`src/rtl/uart_pkg.sv`:
```
// uart_pkg: shared arbiter state encoding and byte width for the UART transmit path
package uart_pkg;
  localparam int BYTE_W = 8;
  typedef enum logic [1:0] {IDLE, LAUNCH, WAIT_ACCEPT, WAIT_FRAME} state_t;
endpackage

```
`src/rtl/rr_pick.sv`:
```
// rr_pick: combinational rotate-priority selector, first set req after last wins
module rr_pick #(
  parameter int N = 4,
  localparam int W = $clog2(N)
) (
  input  logic [N-1:0] req,
  input  logic [W-1:0] last,
  output logic         valid,
  output logic [W-1:0] winner
);
  logic [W-1:0] idx;
  // Scan from the farthest slot back to last+1 so the nearest hit is written last.
  always_comb begin
    valid = 1'b0;
    winner = '0;
    idx = '0;
    for (int k = N; k >= 1; k--) begin
      idx = W'((int'(last) + k) % N);
      if (req[idx]) begin
        valid = 1'b1;
        winner = idx;
      end
    end
  end
endmodule

```
`src/rtl/uart_tx_arbiter.sv`:
```
// uart_tx_arbiter: round-robin sharing of one UART transmitter with an accept watchdog
module uart_tx_arbiter
  import uart_pkg::*;
#(
  parameter int NUM_REQ = 4,
  parameter int ACCEPT_TIMEOUT = 64,
  localparam int IDX_W = $clog2(NUM_REQ)
) (
  input  logic                      clk,
  input  logic                      rst,
  input  logic [NUM_REQ-1:0]        req,
  input  logic [NUM_REQ*BYTE_W-1:0] req_data,
  output logic [NUM_REQ-1:0]        ack,
  output logic                      tx_start,
  output logic [BYTE_W-1:0]         tx_data,
  input  logic                      tx_busy,
  output logic [IDX_W-1:0]          owner,
  output logic                      active,
  output logic                      err_timeout
);
  localparam int TW = $clog2(ACCEPT_TIMEOUT) + 1;
  state_t state, state_n;
  logic [IDX_W-1:0] last, last_n, owner_n, win;
  logic [TW-1:0] timer, timer_n;
  logic [NUM_REQ-1:0] ack_n;
  logic [BYTE_W-1:0] data_n;
  logic start_n, err_n, valid;
  rr_pick #(.N(NUM_REQ)) u_pick (
    .req(req),
    .last(last),
    .valid(valid),
    .winner(win)
  );
  always_comb begin
    state_n = state;
    ack_n = '0;
    start_n = 1'b0;
    err_n = 1'b0;
    owner_n = owner;
    data_n = tx_data;
    last_n = last;
    timer_n = timer;
    case (state)
      IDLE: if (valid && !tx_busy) begin
        state_n = LAUNCH;
        start_n = 1'b1;
        owner_n = win;
        data_n = req_data[BYTE_W*win +: BYTE_W];
      end
      LAUNCH: begin
        state_n = WAIT_ACCEPT;
        timer_n = '0;
      end
      WAIT_ACCEPT: begin
        // An accept on the expiry cycle still wins over the timeout.
        if (tx_busy) begin
          ack_n[owner] = 1'b1;
          last_n = owner;
          state_n = WAIT_FRAME;
        end else if (timer == TW'(ACCEPT_TIMEOUT - 1)) begin
          err_n = 1'b1;
          last_n = owner;
          state_n = IDLE;
        end else begin
          timer_n = &timer ? timer : timer + 1'b1;
        end
      end
      WAIT_FRAME: state_n = tx_busy ? WAIT_FRAME : IDLE;
      default: state_n = IDLE;
    endcase
  end
  always_ff @(posedge clk) begin
    if (rst) begin
      state <= IDLE;
      ack <= '0;
      tx_start <= 1'b0;
      tx_data <= '0;
      owner <= '0;
      active <= 1'b0;
      err_timeout <= 1'b0;
      last <= IDX_W'(NUM_REQ - 1);
      timer <= '0;
    end else begin
      state <= state_n;
      ack <= ack_n;
      tx_start <= start_n;
      tx_data <= data_n;
      owner <= owner_n;
      active <= state_n != IDLE;
      err_timeout <= err_n;
      last <= last_n;
      timer <= timer_n;
    end
  end
endmodule

```
`config.mk`:
```
export PLATFORM = sky130hd
export DESIGN_NAME = uart_tx_arbiter
export DESIGN_NICKNAME = d
export VERILOG_FILES = /design/src/rtl/uart_pkg.sv /design/src/rtl/rr_pick.sv /design/src/rtl/uart_tx_arbiter.sv
export SDC_FILE = /design/constraint.sdc
export NUM_CORES = 1
export LEC_CHECK = 0
export ABC_CLOCK_PERIOD_IN_PS = 2000
export BUFFER_PORTS_ARGS = -buffer_cell sky130_fd_sc_hd__buf_2
export CAP_MARGIN = 15
export CORE_MARGIN = 5
export CORE_UTILIZATION = 40
export CTS_BUF_LIST = sky130_fd_sc_hd__clkbuf_8
export CTS_CLUSTER_SIZE = 24
export DETAILED_ROUTE_END_ITERATION = 8
export PLACE_DENSITY = 0.63
export SYNTH_ARGS = -nofsm -noshare
export SYNTH_HDL_FRONTEND = slang
export SYNTH_HIERARCHICAL = 1
export SYNTH_SLANG_ARGS = --single-unit
```
`constraint.sdc`:
```
create_clock -name clk -period 2 [get_ports clk]
set_input_delay 0.4 -clock clk [delete_from_list [all_inputs] [get_ports clk]]
set_output_delay 0.4 -clock clk [all_outputs]
set_load 0.05 [all_outputs]
```
# Word-level counts from Yosys, hierarchy flattened

Index checks and enable logic that the tools add are counted.

Register bits after elaboration: 28
Latch bits: 0
RAM bits: 0
Bits in read-only memories: 0
Input port bits: 39
Output and inout bits: 17
Logic and storage cells: 76
Memories kept: 0

Add/sub/neg operators: 5
Multipliers: 0
Divide/modulo/power cells: 0
Order comparisons: 6
Equality and inequality tests: 7
Shifts and indexed selects: 1
Multiplexer cells: 31
Bitwise operators: 3
Reduce and logical (&&, ||, !) cells: 14

Operator list:

| cell                                                                                 | number |
|---|---|
| 32-bit by 6-bit indexed part select with 8-bit output                                | 1 |
| 7-bit 2-to-1 mux                                                                     | 3 |
| 2-bit 2-to-1 mux                                                                     | 10 |
| 2-bit by 3-bit < comparator with 1-bit output (second input constant)                | 5 |
| 7-bit case mux with 2 select lines                                                   | 1 |
| 1-bit 2-to-1 mux                                                                     | 11 |
| 1-bit binary-select mux with 2-bit select                                            | 4 |
| 2-bit case mux with 4 select lines                                                   | 1 |
| 7-bit by 1-bit adder with 7-bit output (second input constant)                       | 1 |
| 7-bit by 6-bit == test with 1-bit output (second input constant)                     | 1 |
| 7-bit AND reduction                                                                  | 1 |
| 2-bit != test (second input constant)                                                | 3 |
| 2-bit nonzero test                                                                   | 3 |
| 3-bit OR reduction                                                                   | 2 |
| 2-bit by 1-bit adder with 2-bit output (second input constant)                       | 2 |
| 2-bit adder (second input constant)                                                  | 2 |
| 2-bit == test (second input constant)                                                | 2 |
| 2-bit AND reduction                                                                  | 2 |
| 4-bit AND reduction                                                                  | 1 |
| 1-bit NOT                                                                            | 3 |
| 1-bit demux with 2-bit select                                                        | 1 |
| 2-bit by 1-bit == test with 1-bit output (second input constant)                     | 1 |
| 2-bit by 1-bit greater-or-equal comparator with 1-bit output (second input constant) | 1 |
| 1-bit logical AND                                                                    | 2 |
| 3 further kinds                                                                      | 3 |

# Depth between registers and ports, before layout

Depth after elaboration: 11
Mapped depth: 7
Gate-level depth less buffers: 6

# By module

The synthesis kept the hierarchy.

By module, submodules not included:

| module          | times used | cells each | area each (um^2) | sequential area each (um^2) |
|---|---|---|---|---|
| uart_tx_arbiter | 1          | 141        | 1380.1           | 560.5 |
| rr_pick         | 1          | 14         | 91.3             | 0.0 |

# Worst setup path after synthesis

OpenSTA, ideal clock, no wires.

Path type: input port to flip-flop
Start: input req[2]
End: register tx_data[0]
Library setup time: 0.134 ns
Data arrival time: 1.682 ns
Required time: 1.866 ns
Slack: 0.184 ns
Stages: 7
Buffers on the path: 1
Cell sequence: and2b_1 > a21oi_2 > o221ai_2 > buf_2 > mux4_2 > nand2_1 > a21oi_1

Elaborated cells between the ends (all ways): 19

RTL lines:

| element                                                 | RTL line              | source |
|---|---|---|
| from (decl)                                             | uart_tx_arbiter.sv:11 | `input logic [NUM_REQ-1:0] req,` |
| 1-bit binary-select mux with 2-bit select               | rr_pick.sv:19         | `if (req[idx]) begin` |
| 1-bit 2-to-1 mux (not written as such)                  | rr_pick.sv:19         |  |
| 2-bit 2-to-1 mux (3 in series)                          | rr_pick.sv:19         |  |
| 2-bit 2-to-1 mux *                                      | rr_pick.sv:19         |  |
| via win[0]                                              | uart_tx_arbiter.sv:23 | `logic [IDX_W-1:0] last, last_n, owner_n, win;` |
| 32-bit by 6-bit indexed part select with 8-bit output * | uart_tx_arbiter.sv:48 | `data_n = req_data[BYTE_W*win +: BYTE_W];` |
| to (signal assigned)                                    | uart_tx_arbiter.sv:87 | `tx_data <= data_n;` |
| to (decl)                                               | uart_tx_arbiter.sv:15 | `output logic [BYTE_W-1:0] tx_data,` |

Mark *: on every way through the listed nets, which the timed path passes. The rest lies on a longest branch. The select of a mux whose other input is x is not followed.
A chain may end at the register's enable or synchronous reset.

# Worst setup path after layout

Start: register last[1]
End: register tx_data[4]

Elaborated cells between the ends (all ways): 23

RTL lines:

| element                                                 | RTL line              | source |
|---|---|---|
| from (decl)                                             | uart_tx_arbiter.sv:23 |  |
| from (signal assigned)                                  | uart_tx_arbiter.sv:81 | `last <= IDX_W'(NUM_REQ - 1);` |
| from (signal assigned)                                  | uart_tx_arbiter.sv:91 | `last <= last_n;` |
| 2-bit by 1-bit adder with 2-bit output                  | rr_pick.sv:18         | `idx = W'((int'(last) + k) % N);` |
| 1-bit binary-select mux with 2-bit select               | rr_pick.sv:19         |  |
| 1-bit 2-to-1 mux (not written as such)                  | rr_pick.sv:19         |  |
| 2-bit 2-to-1 mux (3 in series)                          | rr_pick.sv:19         |  |
| 2-bit 2-to-1 mux *                                      | rr_pick.sv:19         |  |
| via win[0]                                              | uart_tx_arbiter.sv:23 |  |
| 32-bit by 6-bit indexed part select with 8-bit output * | uart_tx_arbiter.sv:48 |  |

Marks and branches as above.

==> implementation parameters <==
Parameter                              Value

Clocking
  Hold-fix buffers, CTS    0
  H-tree level count    1
  Worst-Skew Late Latency    0.27 ns
  Number of buffers inserted during clock tree synthesis    3
  Total of cells resized after clock tree synthesis    0
  Root buf cell    sky130_fd_sc_hd__clkbuf_8
  TritonCTS clock tree    done
  Total number of clock tree sinks    28
  Setup fix buffers added after clock tree synthesis    0
  CTS Buffer Depth    2
  Clock Pin Slew Worst Setup and Hold Paths    0.09 ns

Logic synthesis
  Mapped Cells    155
  Dominant register cell in the synthesized netlist    sky130_fd_sc_hd__dfxtp_1
  Mean area per synthesized cell    9.49 sq um
  Netlist cell types    42
  Net count after synthesis    195
  Number of synthesized flops with an enable pin    0
  Post-Syn Area    0.00147 sq mm
  Count of synthesis-stage warnings from yosys    6
  Share of the yosys chip area belonging to registers    0.381
  Number of flip-flops and latches in the synthesized netlist    28
  Post-synth ARST share    0

Routing
  DRC marker count from the first detailed-route iteration    106
  Final wirelength    3.51 mm
  Number of DRC violations after detailed routing    0
  Number of search-and-repair iterations in the first detailed-routing pass    4
  Routed length per placed instance    13.6 um
  Vias post-DR    1,363
  Via count normalized by instance count    5.30
  Number of routed nets with antenna violations    0

Global route
  Wire length of the first global-routing pass    5.87 mm
  Pin count of the biggest net entering global routing    19
  Initial antenna violation count    0
  Global routing usage summed across all routing layers    0.142
  Vias in the first global route    1,347
  Aggregate global routing overflow    0

Layout
  Most frequent cells in the layout    55 x sky130_fd_sc_hd__buf_2, 28 x sky130_fd_sc_hd__nand2_1, 28 x sky130_fd_sc_hd__dfxtp_1, 13 x sky130_fd_sc_hd__a21oi_1, 11 x sky130_fd_sc_hd__nor2_1
  Number of fill cells in the layout    336
  Most common library cell in the layout ignoring fill and taps    sky130_fd_sc_hd__buf_2
  Layout Area Growth over Synthesis    26.6%
  Layout Utilization    0.517
  Proportion of layout cells with a drive suffix above 1    0.373
  Net count reported at finish    250
  Diode insertion count for antenna repair    0

Power and ir drop
  Pwr/cell area    740 mW/mm^2
  Reg power frac    0.449
  Sw Share    0.281
  Portion of total power attributed to combinational logic    0.234
  Clock network fraction of total power    0.318
  Power spent charging and discharging nets    0.000387 W
  Max rail drop VDD    488 uV
  Internal power component    0.000992 W
  Total power    0.00138 W
  Static leakage    0.845 nW

Worst setup path
  Family of cells with the greatest summed delay on the critical path    multiplexers
  Worst setup path start    last[1]$_SDFFE_PP1P_
  Critical path type    register to register
  Crit path required time    2.16 ns
  Ordered cell list for the critical path    nand2b_1, a21oi_2, o221ai_2, buf_12, mux4_2, nand2_1, a21oi_1
  Element type at the critical path end    register
  Reg-to-reg startpoint    last[1]$_SDFFE_PP1P_
  Arrival time of data at the critical path endpoint    1.96 ns
  Slowest cell on the critical path    sky130_fd_sc_hd__mux4_2
  Reg-to-reg endpoint    tx_data[4]$_SDFFE_PP0P_
  Buffers & Inverters on Critical Path    1
  Register-to-register path setup slack    0.20 ns
  Crit path launch type    register
  Highest cell delay on the worst timing path    0.50 ns
  Path depth of the worst reg2reg path    7
  Maximum net fanout on the critical path    9

Floorplan
  Vertical extent of the die    70.7 um
  Row cnt    22
  Horizontal die dimension    70.7 um
  Initial core utilization    0.408
  Core box area    0.00361 sq mm
  Die Outline Area    0.00499 sq mm
  Count of pins on the block boundary    56

Timing
  Share of the clock period used by the worst path after layout    0.899
  Total negative slack    0 ns
  Final-report max-slew violation count    0
  Actual slew at the worst max-slew pin    0.559 ns
  Unrepaired setup endpoints after global routing    false
  Relative slew margins    0.626
  Final period demand of the worst path    1.80 ns
  Final hold violation count    0
  Final setup violation count    0
  Worst Clk Skew    0.00134 ns
  Highest Clock Rate    556 MHz

Run status
  Status    complete, no violations

Hold path
  Hold worst-path end    tx_data[7]$_SDFFE_PP0P_
  Worst hold path cell count    2
  Worst Hold Launch    tx_data[7]$_SDFFE_PP0P_
  Worst min-delay path category    register to register

Placed design
  Final GP Congestion    0.812
  Dpl hpwl    2.75 mm
  Number of input and output port buffers inserted    55

Job
  Max-cap viol count    0
==> worst min-delay path, stage by stage, from the launching register on <==
cell                      delay (ns)
sky130_fd_sc_hd__dfxtp_1        0.32
sky130_fd_sc_hd__nand2_1        0.05
sky130_fd_sc_hd__a21oi_1        0.05
==> final cells by class <==
cell class	count	area, sq um	area share
multi-input cells	115	846	0.454
flip-flops and latches	28	561	0.301
repair buffers	58	310	0.167
well taps	48	60.1	0.0322
clock buffers	3	41.3	0.0222
clock inverters	1	30.0	0.0161
inverters	4	15.0	0.00806
==> flip-flops by register name, indices dropped and copies added, names as in the netlist <==
signal       cells
last             2
owner            2
ack              4
state            2
tx_data          8
err_timeout      1
timer            7
active           1
tx_start         1
==> cell usage after synthesis, types with 2 or more instances <==
cell type,n,area (sq um)
sky130_fd_sc_hd__dfxtp_1,28,561
sky130_fd_sc_hd__nand2_1,28,105
sky130_fd_sc_hd__a21oi_1,13,65.1
sky130_fd_sc_hd__nor2_1,11,41.3
sky130_fd_sc_hd__mux4_2,8,180
sky130_fd_sc_hd__and3_1,5,31.3
sky130_fd_sc_hd__nand2b_1,5,31.3
sky130_fd_sc_hd__nor3_1,5,25.0
sky130_fd_sc_hd__buf_2,4,20.0
sky130_fd_sc_hd__inv_1,4,15.0
sky130_fd_sc_hd__mux2i_1,4,40.0
sky130_fd_sc_hd__a21oi_2,2,17.5
sky130_fd_sc_hd__a31oi_1,2,12.5
sky130_fd_sc_hd__and4bb_2,2,25.0
sky130_fd_sc_hd__buf_6,2,22.5
sky130_fd_sc_hd__clkbuf_1,2,7.51
sky130_fd_sc_hd__nand3_1,2,10.0
sky130_fd_sc_hd__nor2b_1,2,12.5
sky130_fd_sc_hd__nor3b_1,2,15.0
sky130_fd_sc_hd__o21ai_0,2,10.0
==> worst max-delay path by stage <==
stage,end,slack (ns),depth (start not counted)
after global routing,tx_data[3]$_SDFFE_PP0P_,0.10,7
after floorplan,tx_data[0]$_SDFFE_PP0P_,0.18,7
final,tx_data[4]$_SDFFE_PP0P_,0.20,7
after CTS,tx_data[4]$_SDFFE_PP0P_,0.20,7
after detailed placement,tx_data[4]$_SDFFE_PP0P_,0.07,8
after global placement,tx_data[7]$_SDFFE_PP0P_,0.11,8
==> metrics by stage <==
step           hold slack [ns]  cell area (sq um)  setup slack, ns  instances
6_report                 0.463               1860            0.202        257
5_1_grt                  0.483               1860            0.100        257
4_1_cts                  0.462               1860            0.196        257
3_5_place_dp             0.449               1790           0.0676        253
3_3_place_gp             0.441               1790            0.111        253
2_1_floorplan            0.426               1470            0.184        155
==> cells by family after synthesis <==
family / share of synthesized area
flops: 0.381
buf+inv: 0.0442
compound gates: 0.136
mux: 0.150
fa+ha+maj: 0.00850
simple gates: 0.281
==> power groups by stage <==
| stage | Sequential, W | Clock, W | Combinational, W |
|---|---|---|---|
| CTS | 0.000619 | 0.000449 | 0.000326 |
| global route | 0.000624 | 0.000476 | 0.000349 |
| global placement | 0.000630 | 0 | 0.000315 |
| floorplan | 0.000694 | 0 | 0.000169 |
| detailed placement | 0.000632 | 0 | 0.000325 |
| finish | 0.000619 | 0.000438 | 0.000322 |
==> layer usage <==
metal / vias to the layer above / track usage / routed length, um
met5: - / 0 / 0
met4: 0 / 0.0230 / 9
met3: 2 / 0.0398 / 222
met2: 46 / 0.260 / 1790
met1: 642 / 0.168 / 1480
li1: 673 / - / -
No activity file was read; power rests on OpenSTA's default activity.
